<file path="src/rtl/instr_fetch_ctrl.sv">
// -----------------------------------------------------------------------------
// instr_fetch_ctrl
// Fetch-side controller between the program counter and instruction memory.
// It reads the PC value from addr and fetches one instruction word over a
// req/ack handshake. The word is offered to decode over a valid/ready
// handshake. The controller then pulses pc_en for one cycle, with
// jump_or_not/ext describing the branch resolved from the instruction.
//
// Optional feature macro: IFETCH_SKIP_NOP_EN
//   When defined, an all-zero instruction word is dropped as a NOP. It is not
//   presented to decode, and the FSM advances the PC directly.
//
// Ports:
//   clk, rst          - clock (rising edge), asynchronous active-high reset
//   addr              - current PC value (sampled when a fetch starts)
//   stall             - inhibits starting a new fetch (sampled in IDLE only)
//   zero_flag         - ALU zero flag, used by BRZ
//   imem_req/addr     - instruction memory request and read address
//   imem_ack/rdata    - memory acknowledge and instruction word
//   ir/ir_valid       - instruction register and its valid flag to decode
//   ir_ready          - decode accepts ir
//   pc_en             - one-cycle PC update strobe
//   jump_or_not, ext  - branch taken and sign-extended offset, qualified by pc_en
//   fetch_err         - sticky memory timeout flag
// -----------------------------------------------------------------------------
module instr_fetch_ctrl #(
  parameter int unsigned ADDR_W   = 16,
  parameter int unsigned INSTR_W  = 16,
  parameter int unsigned OFFSET_W = 8,
  parameter logic [3:0]  OPC_JMP  = 4'hC,
  parameter logic [3:0]  OPC_BRZ  = 4'hD,
  parameter int unsigned MAX_WAIT = 15
) (
  input  logic               clk,
  input  logic               rst,
  input  logic [ADDR_W-1:0]  addr,
  input  logic               stall,
  input  logic               zero_flag,
  output logic               imem_req,
  output logic [ADDR_W-1:0]  imem_addr,
  input  logic               imem_ack,
  input  logic [INSTR_W-1:0] imem_rdata,
  output logic [INSTR_W-1:0] ir,
  output logic               ir_valid,
  input  logic               ir_ready,
  output logic               pc_en,
  output logic               jump_or_not,
  output logic [15:0]        ext,
  output logic               fetch_err
);

  localparam int unsigned EXT_W = 16;
  localparam int unsigned CNT_W = $clog2(MAX_WAIT + 1);

  typedef enum logic [2:0] {
    IDLE = 3'd0,
    REQ  = 3'd1,
    HOLD = 3'd2,
    ADV  = 3'd3,
    ERR  = 3'd4
  } state_e;

  state_e             state_q;
  logic [CNT_W-1:0]   wait_cnt_q;
  logic               imem_req_q;
  logic [ADDR_W-1:0]  imem_addr_q;
  logic [INSTR_W-1:0] ir_q;
  logic               ir_valid_q;
  logic               pc_en_q;
  logic               jump_q;
  logic [EXT_W-1:0]   ext_q;
  logic               fetch_err_q;

  // Branch resolution from the held instruction.
  logic [3:0]       opcode_c;
  logic             taken_c;
  logic [EXT_W-1:0] offset_sext_c;

  always_comb begin
    opcode_c      = ir_q[INSTR_W-1 -: 4];
    taken_c       = 1'b0;
    offset_sext_c = {{(EXT_W-OFFSET_W){ir_q[OFFSET_W-1]}}, ir_q[OFFSET_W-1:0]};
    if (opcode_c == OPC_JMP) begin
      taken_c = 1'b1;
    end else if (opcode_c == OPC_BRZ) begin
      taken_c = zero_flag;
    end
  end

  // Fetch FSM with all outputs registered.
  always_ff @(posedge clk or posedge rst) begin
    if (rst) begin
      state_q     <= IDLE;
      wait_cnt_q  <= '0;
      imem_req_q  <= 1'b0;
      imem_addr_q <= '0;
      ir_q        <= '0;
      ir_valid_q  <= 1'b0;
      pc_en_q     <= 1'b0;
      jump_q      <= 1'b0;
      ext_q       <= '0;
      fetch_err_q <= 1'b0;
    end else begin
      case (state_q)
        IDLE: begin
          if (!stall) begin
            imem_addr_q <= addr;
            imem_req_q  <= 1'b1;
            wait_cnt_q  <= '0;
            state_q     <= REQ;
          end
        end

        REQ: begin
          if (imem_ack) begin
            imem_req_q <= 1'b0;
`ifdef IFETCH_SKIP_NOP_EN
            if (imem_rdata == '0) begin
              // NOP: skip decode and advance the PC sequentially.
              pc_en_q <= 1'b1;
              jump_q  <= 1'b0;
              ext_q   <= '0;
              state_q <= ADV;
            end else begin
              ir_q       <= imem_rdata;
              ir_valid_q <= 1'b1;
              state_q    <= HOLD;
            end
`else
            ir_q       <= imem_rdata;
            ir_valid_q <= 1'b1;
            state_q    <= HOLD;
`endif
          end else if (wait_cnt_q == CNT_W'(MAX_WAIT - 1)) begin
            // MAX_WAIT cycles without an ack: give up.
            imem_req_q  <= 1'b0;
            fetch_err_q <= 1'b1;
            state_q     <= ERR;
          end else begin
            wait_cnt_q <= wait_cnt_q + CNT_W'(1);
          end
        end

        HOLD: begin
          if (ir_ready) begin
            ir_valid_q <= 1'b0;
            pc_en_q    <= 1'b1;
            jump_q     <= taken_c;
            ext_q      <= taken_c ? offset_sext_c : '0;
            state_q    <= ADV;
          end
        end

        ADV: begin
          pc_en_q <= 1'b0;
          jump_q  <= 1'b0;
          ext_q   <= '0;
          state_q <= IDLE;
        end

        ERR: begin
          // Terminal until reset.
          imem_req_q  <= 1'b0;
          fetch_err_q <= 1'b1;
        end

        default: begin
          state_q <= IDLE;
        end
      endcase
    end
  end

  assign imem_req    = imem_req_q;
  assign imem_addr   = imem_addr_q;
  assign ir          = ir_q;
  assign ir_valid    = ir_valid_q;
  assign pc_en       = pc_en_q;
  assign jump_or_not = jump_q;
  assign ext         = ext_q;
  assign fetch_err   = fetch_err_q;

endmodule

</file>
<file path="config.mk">
export PLATFORM = sky130hd
export DESIGN_NAME = instr_fetch_ctrl
export DESIGN_NICKNAME = d
export VERILOG_FILES = /design/src/rtl/instr_fetch_ctrl.sv
export SDC_FILE = /design/constraint.sdc
export NUM_CORES = 1
export LEC_CHECK = 0
export ABC_AREA = 1
export CAP_MARGIN = 20
export CORE_UTILIZATION = 30
export DETAILED_ROUTE_END_ITERATION = 10
export PLACE_DENSITY = 0.57
export SLEW_MARGIN = 20
export SYNTH_ARGS = -nofsm -noshare
export SYNTH_HDL_FRONTEND = slang
export SYNTH_SLANG_ARGS = --single-unit
export TNS_END_PERCENT = 5
</file>
<file path="constraint.sdc">
create_clock -name clk -period 2.14 [get_ports clk]
set_input_delay 0.321 -clock clk [delete_from_list [all_inputs] [get_ports clk]]
set_output_delay 0.321 -clock clk [all_outputs]
set_load 0.03 [all_outputs]
</file>
==> impl_metrics.py <==
metrics = {
    "yosys": {
        "synth_edf_count": 0,
        "yosysMostFrequentCell": "nand2_1",
        "synth_ff_type": "dfrtp_1",
        "yosys.area.top_type": "dfrtp_1",
        "netlist.area_leader.share_pct": 55.4,
        "synth_cell_types": 20,
        "synth_area_leaders": "dfrtp_1 55%, nand2_1 11%, o21ai_2 6.0%",
        "yosysSeqAreaShare_pct": 55.4,
        "synth-seq-cells": 52,
        "syn_inst": 254,
        "ys.warnings.count": 0,
        "synth.avg_cell_area_um2": 9.25,
        "netlist_area_um2": 2350,
        "synth_common_cells": "69 x nand2_1, 52 x dfrtp_1, 37 x inv_1",
        "synth_fp_nets": 294,
        "async_flop_share_pct": 100,
    },
    "global_route": {
        "antenna_found_initial": 0,
        "grt-ovfl-total": 0,
        "grt_pass1_vias": 1742,
        "track_usage_pct": 12.3,
        "grt_pass1_wl_mm": 8.17,
        "grt_max_degree": 53,
    },
    "worst_setup_path": {
        "timing.rr.start": "state_q[2]$_DFFE_PP0P_",
        "cp_max_fo": 10,
        "crit_path_cell_trace": "clkdlybuf4s50_1",
        "critical_path_buf_inv_count": 1,
        "cpPeakStageDelay_ns": 0.73,
        "worstSetupPathType": "register to primary output",
        "crit_start": "ext[14]$_DFFE_PP0P_",
        "startpoint_type": "register",
        "cp_data_required_time_ns": 1.82,
        "crit_path_top_delay_cell": "clkdlybuf4s50_1",
        "arrival_ns": 1.53,
        "endpoint_kind": "primary output",
        "critical-path-top-delay-family": "buffers and inverters",
    },
    "placed_design": {
        "port-buffer-count": 90,
        "place_hpwl_mm": 3.48,
        "place_inst": 430,
        "place.gp.congestion": 0.670,
    },
    "cts": {
        "cts_buffers": 5,
        "path_clk_slew_ns": 0.09,
        "ctsHtreeMaxLevel": 2,
        "clock_latency_ns": 0.29,
        "cts.path.max_buffers": 2,
        "root_buffer": "clkbuf_8",
        "cts_tree": "yes",
        "cts_setup_buffers": 0,
        "ctsResizeCount": 0,
        "hold_buffers": 0,
        "cts.sinks": 52,
    },
    "sta": {
        "rsz0062_at_grt": "false",
        "period_share_pct": 86.5,
        "final_hold_viol_count": 0,
        "skew_ns": 0.00612,
        "worst_slew_pin_slew_ns": 0.884,
        "fin_setup_tns_ns": 0,
        "relSlewSlack_pct": 41.1,
        "fmax_mhz": 540,
        "drv_slew": 0,
        "setup_viol": 0,
        "final.min_clock_period_ns": 1.85,
    },
    "pwr": {
        "powerDensity_nw_per_um2": 1380,
        "power_mw": 4.66,
        "p_leak_nw": 1.62,
        "vdd_drop_max_mv": 0.473,
    },
    "floorplanning": {
        "die-area_um2": 8190,
        "num_io_pins": 91,
        "dieHeight_um": 90.5,
        "core_um2": 7410,
        "start_util_pct": 31.7,
        "row_count": 31,
        "die_w_um": 90.5,
    },
    "cells_and_area": {
        "final_nets": 378,
        "syn_to_final_growth_pct": 43.8,
        "final_cells": 438,
        "antennaDiodeCount": 0,
        "drive_above_1_share_pct": 15.0,
    },
    "routing": {
        "viasPerCell": 4.13,
        "post_drt_wl_per_cell_um": 11.0,
        "remaining_drc_errors": 0,
        "antenna_left": 0,
        "first_pass_iters": 4,
        "drt_iter0_drc": 61,
        "num_vias": 1810,
        "wl_mm": 4.82,
    },
    "hold_path": {
        "worstHoldPathType": "input pin to async pin",
    },
    "run": {
        "maxCapViolCount": 0,
    },
    "status": {
        "status": "finished clean",
    },
}
worst paths after layout:
check                                            endpoint  slack, ns  cells past startpoint
worst max-delay path                              ext[13]       0.29                      1
min in group clk                 imem_addr[9]$_DFFE_PP0P_       0.49                      2
worst max register to register  imem_addr[15]$_DFFE_PP0P_       0.45                      5
worst min register to register   imem_addr[9]$_DFFE_PP0P_       0.49                      2
max in group asynchronous       wait_cnt_q[1]$_DFFE_PP0P_       1.51                      3
worst min-delay path                    ir[4]$_DFFE_PP0P_       0.39                      3
sequential cells by signal (all words and copies together) (netlist names):
register and count:
ext 8, ir_valid 1, wait_cnt_q 4, jump_or_not 1, ir 16, pc_en 1, imem_req 1, state_q 3
imem_addr 16, fetch_err 1
worst min-delay path: stages:
cell             delay [ns]
clkdlybuf4s50_1        0.42
inv_2                  0.07
buf_12                 0.26
kinds of logic (layout without fill, tap and decap cells):
group	count (synthesis)	after routing	synth area share, %
simple gates	107	107	20.3
buf+inv	56	141	12.1
flops	52	52	55.4
compound gates	35	35	10.3
fa+ha+maj	2	2	1.07
xor+xnor	2	2	0.746
area by class of cell:
cell class / count / area [um^2]
fillers: 744 / 4030
well taps: 99 / 124
flip-flops and latches: 52 / 1300
inverters: 41 / 154
clock inverters: 2 / 35.0
clock buffers: 6 / 72.6
repair buffers: 92 / 928
multi-input cells: 146 / 762
per-layer routing:
metal,wire [um],share of wire (%),GRT usage (%)
met2,2140,44,18.8
met4,58,1.2,3.23
met5,0,0,0
met1,2340,48,16.9
met3,284,5.9,3.62
power by group:
part	internal [mW]	switching [mW]
sequential	1.35	0.254
combinational	0.972	1.43
clock	0.347	0.302
cell usage in the layout, fill, tap and decap left out, types with 2 or more instances in the layout:
master           netlist  routed
nand3_1               11      11
clkdlybuf4s50_1        0      90
o21ai_0                8       8
clkbuf_8               0       5
inv_1                 37      36
ha_1                   2       2
o21ai_1               10      10
nand2_2               15      15
nor2_1                 6       6
nand2_1               69      69
nor2_2                 2       2
o21ai_2               16      16
inv_2                  4       5
dfrtp_1               52      52
through the flow:
| step | setup slack [ns] | utilization, % | hold WS [ns] | instance area, um^2 |
|---|---|---|---|---|
| 2_1_floorplan | 0.561 | - | 0.431 | 2350 |
| 4_1_cts | 0.260 | 45.6 | 0.396 | 3380 |
| 6_report | 0.289 | 45.6 | 0.386 | 3380 |
| 3_5_place_dp | 0.258 | 44.1 | 0.465 | 3270 |
| 3_3_place_gp | 0.254 | 44.1 | 0.455 | 3270 |
| 5_1_grt | 0.209 | 45.6 | 0.403 | 3380 |
No activity file was read; power rests on OpenSTA's default activity.
